===== src/rtl/cpu_trap_ctrl_pkg.sv =====
// Trap sequencer shared definitions: widths, CSR addresses,
// exception cause codes and FSM state encoding.
package cpu_trap_ctrl_pkg;

  localparam int TRAP_XLEN    = 32;
  localparam int TRAP_CAUSE_W = 4;

  localparam logic [11:0] CSR_MSTATUS = 12'h300;
  localparam logic [11:0] CSR_MTVEC   = 12'h305;
  localparam logic [11:0] CSR_MEPC    = 12'h341;
  localparam logic [11:0] CSR_MCAUSE  = 12'h342;

  localparam logic [TRAP_CAUSE_W-1:0] CAUSE_ILLEGAL    = 4'd2;
  localparam logic [TRAP_CAUSE_W-1:0] CAUSE_BREAKPOINT = 4'd3;
  localparam logic [TRAP_CAUSE_W-1:0] CAUSE_ECALL_M    = 4'd11;

  typedef enum logic [1:0] {
    ST_IDLE   = 2'd0,
    ST_SAVE   = 2'd1,
    ST_VECTOR = 2'd2,
    ST_RET    = 2'd3
  } trap_state_e;

endpackage


===== src/rtl/cpu_trap_ctrl_if.sv =====
// CSR file port bundle: write port plus the trap read port.
// master = trap sequencer, slave = CSR file (combinational read).
interface cpu_trap_ctrl_if #(
  parameter int XLEN = 32
);
  logic [11:0]     csr_waddr;
  logic [XLEN-1:0] csr_wdata;
  logic            csr_wenable;
  logic [11:0]     csr_raddr_trap;
  logic [XLEN-1:0] csr_rdata;

  modport master (
    output csr_waddr,
    output csr_wdata,
    output csr_wenable,
    output csr_raddr_trap,
    input  csr_rdata
  );

  modport slave (
    input  csr_waddr,
    input  csr_wdata,
    input  csr_wenable,
    input  csr_raddr_trap,
    output csr_rdata
  );
endinterface


===== src/rtl/cpu_trap_ctrl.sv =====
// Trap/mret sequencer in front of the machine CSR file.
// Ports: i_clk/i_rst (sync, active high); trap/mret requests and
// pipeline CSR write from writeback; csr (CSR file bus, master);
// o_flush/o_stall/o_redirect_* to the pipeline; o_mcause_q.
module cpu_trap_ctrl
  import cpu_trap_ctrl_pkg::*;
#(
  parameter int XLEN    = TRAP_XLEN,
  parameter int CAUSE_W = TRAP_CAUSE_W
) (
  input  logic               i_clk,
  input  logic               i_rst,
  input  logic               i_trap_req,
  input  logic [CAUSE_W-1:0] i_trap_cause,
  input  logic [XLEN-1:0]    i_trap_pc,
  input  logic               i_mret_req,
  input  logic               i_bubble_w,
  input  logic               i_pipe_csr_we,
  input  logic [11:0]        i_pipe_csr_waddr,
  input  logic [XLEN-1:0]    i_pipe_csr_wdata,
  cpu_trap_ctrl_if.master    csr,
  output logic               o_trap_active,
  output logic               o_flush,
  output logic               o_stall,
  output logic               o_redirect_valid,
  output logic [XLEN-1:0]    o_redirect_pc,
  output logic [CAUSE_W-1:0] o_mcause_q
);

  trap_state_e        r_state;
  trap_state_e        w_next;
  logic [XLEN-1:0]    r_pc;
  logic [CAUSE_W-1:0] r_cause;
  logic [CAUSE_W-1:0] r_mcause;
  logic               w_take_trap;

  logic               w_we;
  logic [11:0]        w_waddr;
  logic [XLEN-1:0]    w_wdata;
  logic [11:0]        w_raddr;
  logic               w_flush;
  logic               w_stall;
  logic               w_rv;
  logic [XLEN-1:0]    w_rpc;

  always_ff @(posedge i_clk) begin
    if (i_rst) begin
      r_state  <= ST_IDLE;
      r_pc     <= '0;
      r_cause  <= '0;
      r_mcause <= '0;
    end else begin
      r_state <= w_next;
      if (w_take_trap) begin
        r_pc    <= i_trap_pc;
        r_cause <= i_trap_cause;
      end
      if (r_state == ST_SAVE) r_mcause <= r_cause;
    end
  end

  always_comb begin
    w_next      = r_state;
    w_take_trap = 1'b0;
    w_we        = 1'b0;
    w_waddr     = '0;
    w_wdata     = '0;
    w_raddr     = '0;
    w_flush     = 1'b0;
    w_stall     = 1'b0;
    w_rv        = 1'b0;
    w_rpc       = '0;
    unique case (r_state)
      ST_IDLE: begin
        w_we    = i_pipe_csr_we;
        w_waddr = i_pipe_csr_waddr;
        w_wdata = i_pipe_csr_wdata;
        // trap has priority over mret in the same slot
        if (i_trap_req && !i_bubble_w) begin
          w_next      = ST_SAVE;
          w_take_trap = 1'b1;
        end else if (i_mret_req && !i_bubble_w) begin
          w_next = ST_RET;
        end
      end
      ST_SAVE: begin
        w_we    = 1'b1;
        w_waddr = CSR_MEPC;
        w_wdata = r_pc;
        w_flush = 1'b1;
        w_stall = 1'b1;
        w_next  = ST_VECTOR;
      end
      ST_VECTOR: begin
        w_raddr = CSR_MTVEC;
        w_rv    = 1'b1;
        w_rpc   = csr.csr_rdata & ~XLEN'(3);
        w_flush = 1'b1;
        w_next  = ST_IDLE;
      end
      ST_RET: begin
        w_raddr = CSR_MEPC;
        w_rv    = 1'b1;
        w_rpc   = csr.csr_rdata & ~XLEN'(3);
        w_flush = 1'b1;
        w_next  = ST_IDLE;
      end
    endcase
    // reset aborts the sequence: no mepc write, no redirect
    if (i_rst && r_state != ST_IDLE) begin
      w_we  = 1'b0;
      w_rv  = 1'b0;
      w_rpc = '0;
    end
  end

  assign csr.csr_wenable    = w_we;
  assign csr.csr_waddr      = w_waddr;
  assign csr.csr_wdata      = w_wdata;
  assign csr.csr_raddr_trap = w_raddr;

  assign o_trap_active    = (r_state != ST_IDLE);
  assign o_flush          = w_flush;
  assign o_stall          = w_stall;
  assign o_redirect_valid = w_rv;
  assign o_redirect_pc    = w_rpc;
  assign o_mcause_q       = r_mcause;

endmodule

===== src/flat_wrapper.sv =====
// flat-port wrapper written by rule: the top's interface ports become plain ports
module cpu_trap_ctrl_flat import cpu_trap_ctrl_pkg::*;
#(
  parameter int XLEN    = TRAP_XLEN,
  parameter int CAUSE_W = TRAP_CAUSE_W
)
  (i_clk, i_rst, i_trap_req, i_trap_cause, i_trap_pc, i_mret_req, i_bubble_w, i_pipe_csr_we, i_pipe_csr_waddr, i_pipe_csr_wdata, o_trap_active, o_flush, o_stall, o_redirect_valid, o_redirect_pc, o_mcause_q, csr_csr_waddr, csr_csr_wdata, csr_csr_wenable, csr_csr_raddr_trap, csr_csr_rdata);
  cpu_trap_ctrl_if #(.XLEN(XLEN)) csr_i ();
  input  logic i_clk;
  input  logic i_rst;
  input  logic i_trap_req;
  input  logic [CAUSE_W-1:0] i_trap_cause;
  input  logic [XLEN-1:0] i_trap_pc;
  input  logic i_mret_req;
  input  logic i_bubble_w;
  input  logic i_pipe_csr_we;
  input  logic [11:0] i_pipe_csr_waddr;
  input  logic [XLEN-1:0] i_pipe_csr_wdata;
  output logic o_trap_active;
  output logic o_flush;
  output logic o_stall;
  output logic o_redirect_valid;
  output logic [XLEN-1:0] o_redirect_pc;
  output logic [CAUSE_W-1:0] o_mcause_q;
  output wire logic [$bits(csr_i.csr_waddr)-1:0] csr_csr_waddr;
  output wire logic [$bits(csr_i.csr_wdata)-1:0] csr_csr_wdata;
  output wire logic [$bits(csr_i.csr_wenable)-1:0] csr_csr_wenable;
  output wire logic [$bits(csr_i.csr_raddr_trap)-1:0] csr_csr_raddr_trap;
  input wire logic [$bits(csr_i.csr_rdata)-1:0] csr_csr_rdata;
  assign csr_csr_waddr = csr_i.csr_waddr;
  assign csr_csr_wdata = csr_i.csr_wdata;
  assign csr_csr_wenable = csr_i.csr_wenable;
  assign csr_csr_raddr_trap = csr_i.csr_raddr_trap;
  assign csr_i.csr_rdata = csr_csr_rdata;
  cpu_trap_ctrl #(.XLEN(XLEN), .CAUSE_W(CAUSE_W)) u_core (.i_clk(i_clk), .i_rst(i_rst), .i_trap_req(i_trap_req), .i_trap_cause(i_trap_cause), .i_trap_pc(i_trap_pc), .i_mret_req(i_mret_req), .i_bubble_w(i_bubble_w), .i_pipe_csr_we(i_pipe_csr_we), .i_pipe_csr_waddr(i_pipe_csr_waddr), .i_pipe_csr_wdata(i_pipe_csr_wdata), .csr(csr_i), .o_trap_active(o_trap_active), .o_flush(o_flush), .o_stall(o_stall), .o_redirect_valid(o_redirect_valid), .o_redirect_pc(o_redirect_pc), .o_mcause_q(o_mcause_q));
endmodule

===== config.mk =====
export PLATFORM = sky130hd
export DESIGN_NAME = cpu_trap_ctrl_flat
export DESIGN_NICKNAME = d
export VERILOG_FILES = /design/src/rtl/cpu_trap_ctrl_pkg.sv /design/src/rtl/cpu_trap_ctrl_if.sv /design/src/rtl/cpu_trap_ctrl.sv /design/src/flat_wrapper.sv
export SDC_FILE = /design/constraint.sdc
export NUM_CORES = 1
export LEC_CHECK = 0
export CORE_UTILIZATION = 29
export CTS_CLUSTER_SIZE = 28
export DETAILED_ROUTE_END_ITERATION = 7
export GPL_ROUTABILITY_DRIVEN = 0
export PLACE_DENSITY = 0.75
export SLEW_MARGIN = 20
export SYNTH_ARGS = -nofsm -noshare
export SYNTH_HDL_FRONTEND = slang
export SYNTH_SLANG_ARGS = --single-unit

===== constraint.sdc =====
create_clock -name i_clk -period 1.65 [get_ports i_clk]
set_clock_uncertainty 0.2 [all_clocks]
set_input_delay 0.33 -clock i_clk [delete_from_list [all_inputs] [get_ports i_clk]]
set_output_delay 0.33 -clock i_clk [all_outputs]
set_load 0.05 [all_outputs]

**Word level (Yosys, flattened, before mapping)**

Index checks and enable logic that the tools add are counted.

- Output and inout port bits: 97
- Input bits: 118
- Word-level logic and storage cells: 32
- Register bits after elaboration: 42

- Equal/unequal tests: 4
- Mux-type cells: 16
- Reduce and logical (&&, ||, !) cells: 8

Operators with widths:

| kind | number |
|---|---|
| $mux 32 | 2 |
| $pmux 32 s2 | 1 |
| $pmux 12 s2 | 1 |
| $pmux 10 s2 | 1 |
| $mux 1 | 7 |
| $pmux 2 s3 | 1 |
| $eq 2x2->1 const B | 2 |
| $mux 2 | 2 |
| $logic_and 1x1->1 | 3 |
| $ne 3x1->1 const B | 1 |
| $reduce_or 3->1 | 1 |
| $eq 2x1->1 const B | 1 |
| $logic_not 2->1 | 1 |
| $pmux 1 s2 | 1 |
| $reduce_bool 2->1 | 1 |
| $reduce_or 2->1 | 1 |
| $logic_not 1->1 | 1 |

**Logic depth before layout (Yosys ltp)**

Gate-level depths: netlist of run 1.

- Word-level depth: 5
- Mapped depth: 6
- Gate-level depth less buffers: 3

**Least setup slack after synthesis of run 1**

Ideal clock, no wire load.

- Kind: input -> output
- Start: input port i_rst
- End: output port o_redirect_pc[22]
- Arrival: 1785 ps
- Slack: -665 ps
- Required time: 1120 ps
- Stages on the path: 4
- Buffers on the path: 2
- Cells stage by stage: clkbuf_1 nor2b_1 clkbuf_1 and2_1

- Cells in the longest elaborated chain, start to end: 2

RTL lines:

| what | line | RTL |
|---|---|---|
| start, declared | flat_wrapper.sv:10 | `input logic i_rst;` |
| $logic_and 1x1->1 | cpu_trap_ctrl.sv:110 | `if (i_rst && r_state != ST_IDLE) begin` |
| $mux 32 | cpu_trap_ctrl.sv:110 |  |
| end, declared | flat_wrapper.sv:23 | `output logic [XLEN-1:0] o_redirect_pc;` |

Every way passes these cells.

**Worst setup path in the final report of run 1**

- Start: register u_core.r_state[0]
- End: output port csr_csr_wdata[31]

- Cells in the longest elaborated chain, start to end: 2
- Elaborated cells between the ends (all ways): 3
- Those cells by class: eq/ne (1); mux (1); reduce/logical (1)

RTL lines:

| what | line | RTL |
|---|---|---|
| start, declared | cpu_trap_ctrl.sv:30 | `trap_state_e r_state;` |
| start signal, assigned | cpu_trap_ctrl.sv:53 | `r_state <= w_next;` |
| $eq 2x1->1 or $logic_not 2->1 (tied branches) | cpu_trap_ctrl.sv:73 | `unique case (r_state)` |
| $pmux 32 s2 (*) | cpu_trap_ctrl.sv:73 |  |
| end, declared | flat_wrapper.sv:26 | `output wire logic [$bits(csr_i.csr_wdata)-1:0] csr_csr_wdata;` |

Mark *: on every way between the ends. The rest lies on a longest branch, timed or not.

==> impl_metrics.toml, run 1 <==
[outcome]
violations = "setup timing"
status = "finished with violations"

[cells_and_area]
final_layout_size_suffix_gt1_share_pct = 49.0
post-route-util_pct = 84.0
layout_commonest_cell = "clkdlybuf4s50_1"
antenna_cells = 0
layout_common_cells = "clkdlybuf4s50_1 (114), buf_12 (70), nand2_1 (68), dfxtp_1 (40), nor2_4 (37)"
fin_cells = 655
fin_nets = 670
area_delta_synth_final_pct = 174

[routing]
num_vias = 3163
drtPass1Iterations = 4
ant_nets = 0
drt_iter0_drc = 89
wl_um = 12900
drc = 0
avgRoutedWirePerCell_um = 19.8
vias_per_cell = 4.83

[synth]
syn-cell-area_mm2 = 0.00242
synth.top_cell.area_share_pct = 34.8
yosysWarningCount = 0
avgSynthCellArea_um2 = 7.44
yosysSeqAreaShare_pct = 34.8
ys_ff_latch = 42
netlist_instances = 325
synth_area_leader_cell = "dfxtp_1"
synthTopCellsByArea = "dfxtp_1 (35%), mux2i_1 (15%), nand2_1 (11%)"
yosysUniqueCellTypes = 19

[die]
die_h_um = 93.3
start_util_pct = 30.7
die-area_mm2 = 0.00871
num_rows = 32
pin_count = 215
die_x_um = 93.3
core_mm2 = 0.00789

[min_path]
min_path_type = "reg2reg"

[sta]
final_hold_viol_count = 0
fin_setup_tns_ps = -28720
rsz0062_at_grt = "yes"
maxSlewViolCount = 0
period_share_pct = 120
setup_ws_ps = -324
timing.fmax_ghz = 0.507
setup_viol = 120
period_needed_ps = 1970

[critical_path]
end_kind = "output port"
critPathRequiredTime_ps = 1120
crit_fanout = 11
critPathLaunchType = "register"
crit_type = "reg2out"
arrival_ps = 1440

[global_route]
track_usage_pct = 28.7
antenna_found_initial = 1
grt_max_degree = 27
grt-ovfl-total = 0
grt_pass1_vias = 3391
grt_pass1_wl_um = 18700

[clocking]
htreeDepth = 2
clk-insertion-delay-late_ps = 290
cts_hold_buf = 0
cts_made_buffers = 5
cts_tree = "built"
clockBufferDepth = 2
path_clk_slew_ps = 90
cts_root_buf = "clkbuf_8"
clkSinkCount = 42

[power_and_ir_drop]
ir_drop_mv = 0.553
power.static_leakage_nw = 2.61
power_density_mw_per_mm2 = 619

[placed_design]
dp.cells = 620
hpwl_um = 7940
portBuffers = 203

[run]
maxCapViolCount = 0
## power by group
part	leakage, nW	switching [mW]	internal [mW]
registers	0.344	0.0502	1.06
clock network	0.0606	0.413	0.463
logic	2.20	1.06	1.06
total	2.61	1.52	2.58
## critical path, stage by stage, from the launching register on
cell and delay [ps]:
dfxtp_4 430, buf_12 210, mux2i_2 290, nor2_4 40, buf_4 180
## path summary, 6_finish.rpt
kind / startpoint / end / slack [ps] / cells past startpoint
min: u_core.r_pc[10] / u_core.r_pc[10] / 270 / 2
max reg2reg: u_core.r_state[0] / u_core.r_cause[2] / -270 / 7
max: u_core.r_state[0] / csr_csr_wdata[31] / -320 / 4
min reg2reg: u_core.r_pc[10] / u_core.r_pc[10] / 270 / 2
## area by class of cell
type | count | area (um^2)
repair buffers | 251 | 3420
inverters | 3 | 11.3
flip-flops and latches | 42 | 848
fillers | 406 | 1260
multi-input cells | 249 | 2100
clock buffers | 5 | 68.8
clock inverters | 3 | 47.5
well taps | 102 | 128
## timing repair
item	CTS	global route
gates resized for setup	117	22
cloned	12	2
endpoints found under the setup margin	94	122
pin swaps	21	4
setup buffers	11	6
## Yosys cell counts
cell type	instances
a21oi_1	37
and2_1	39
buf_1	1
buf_2	4
buf_4	15
buf_6	5
clkbuf_1	14
conb_1	1
dfxtp_1	42
inv_1	3
mux2i_1	37
nand2_1	72
nand2b_1	1
nor2_1	48
nor2b_1	2
nor3_1	1
nor4_1	1
nor4b_4	1
or4b_4	1
## layer usage
metal / up-vias / part of all wire, % / global-route usage [%]
met2: 192 / 54 / 54.2
met1: 1451 / 33 / 29.3
met4: 2 / 4.1 / 12.4
met5: - / 0.13 / 0
li1: 1480 / - / -
met3: 38 / 8.9 / 7.89
## registers in the layout, indices dropped and copies added, names as in the netlist
register	flops
u_core.r_pc	32
u_core.o_mcause_q	4
u_core.r_cause	4
u_core.r_state	2
## kinds of logic after synthesis
group,count (synthesis),share of synthesized area [%]
AO/OA/AOI/OAI,37,7.66
buffers and inverters,42,10.6
flip-flops,42,34.8
multiplexers,37,15.3
other,1,0.155
AND/OR/NAND/NOR,166,31.5
## per-stage QoR
step / hold WS (ps) / power, mW / cell area, um^2 / setup slack [ps]
after floorplan: 209 / 2.06 / 2810 / -143
after global placement: 242 / 2.83 / 5500 / -291
after detailed placement: 247 / 2.85 / 5500 / -338
after CTS: 271 / 4.02 / 6480 / -330
after global routing: 301 / 4.23 / 6630 / -381
final: 275 / 4.10 / 6630 / -324
No activity file was read; power rests on OpenSTA's default activity.
==> inputs of run 2 (changes only) <==
Settings changed: SLEW_MARGIN 20 to unset.
==> results of run 2 <==
Final layout, timing and power as in run 1 (identical DEF).
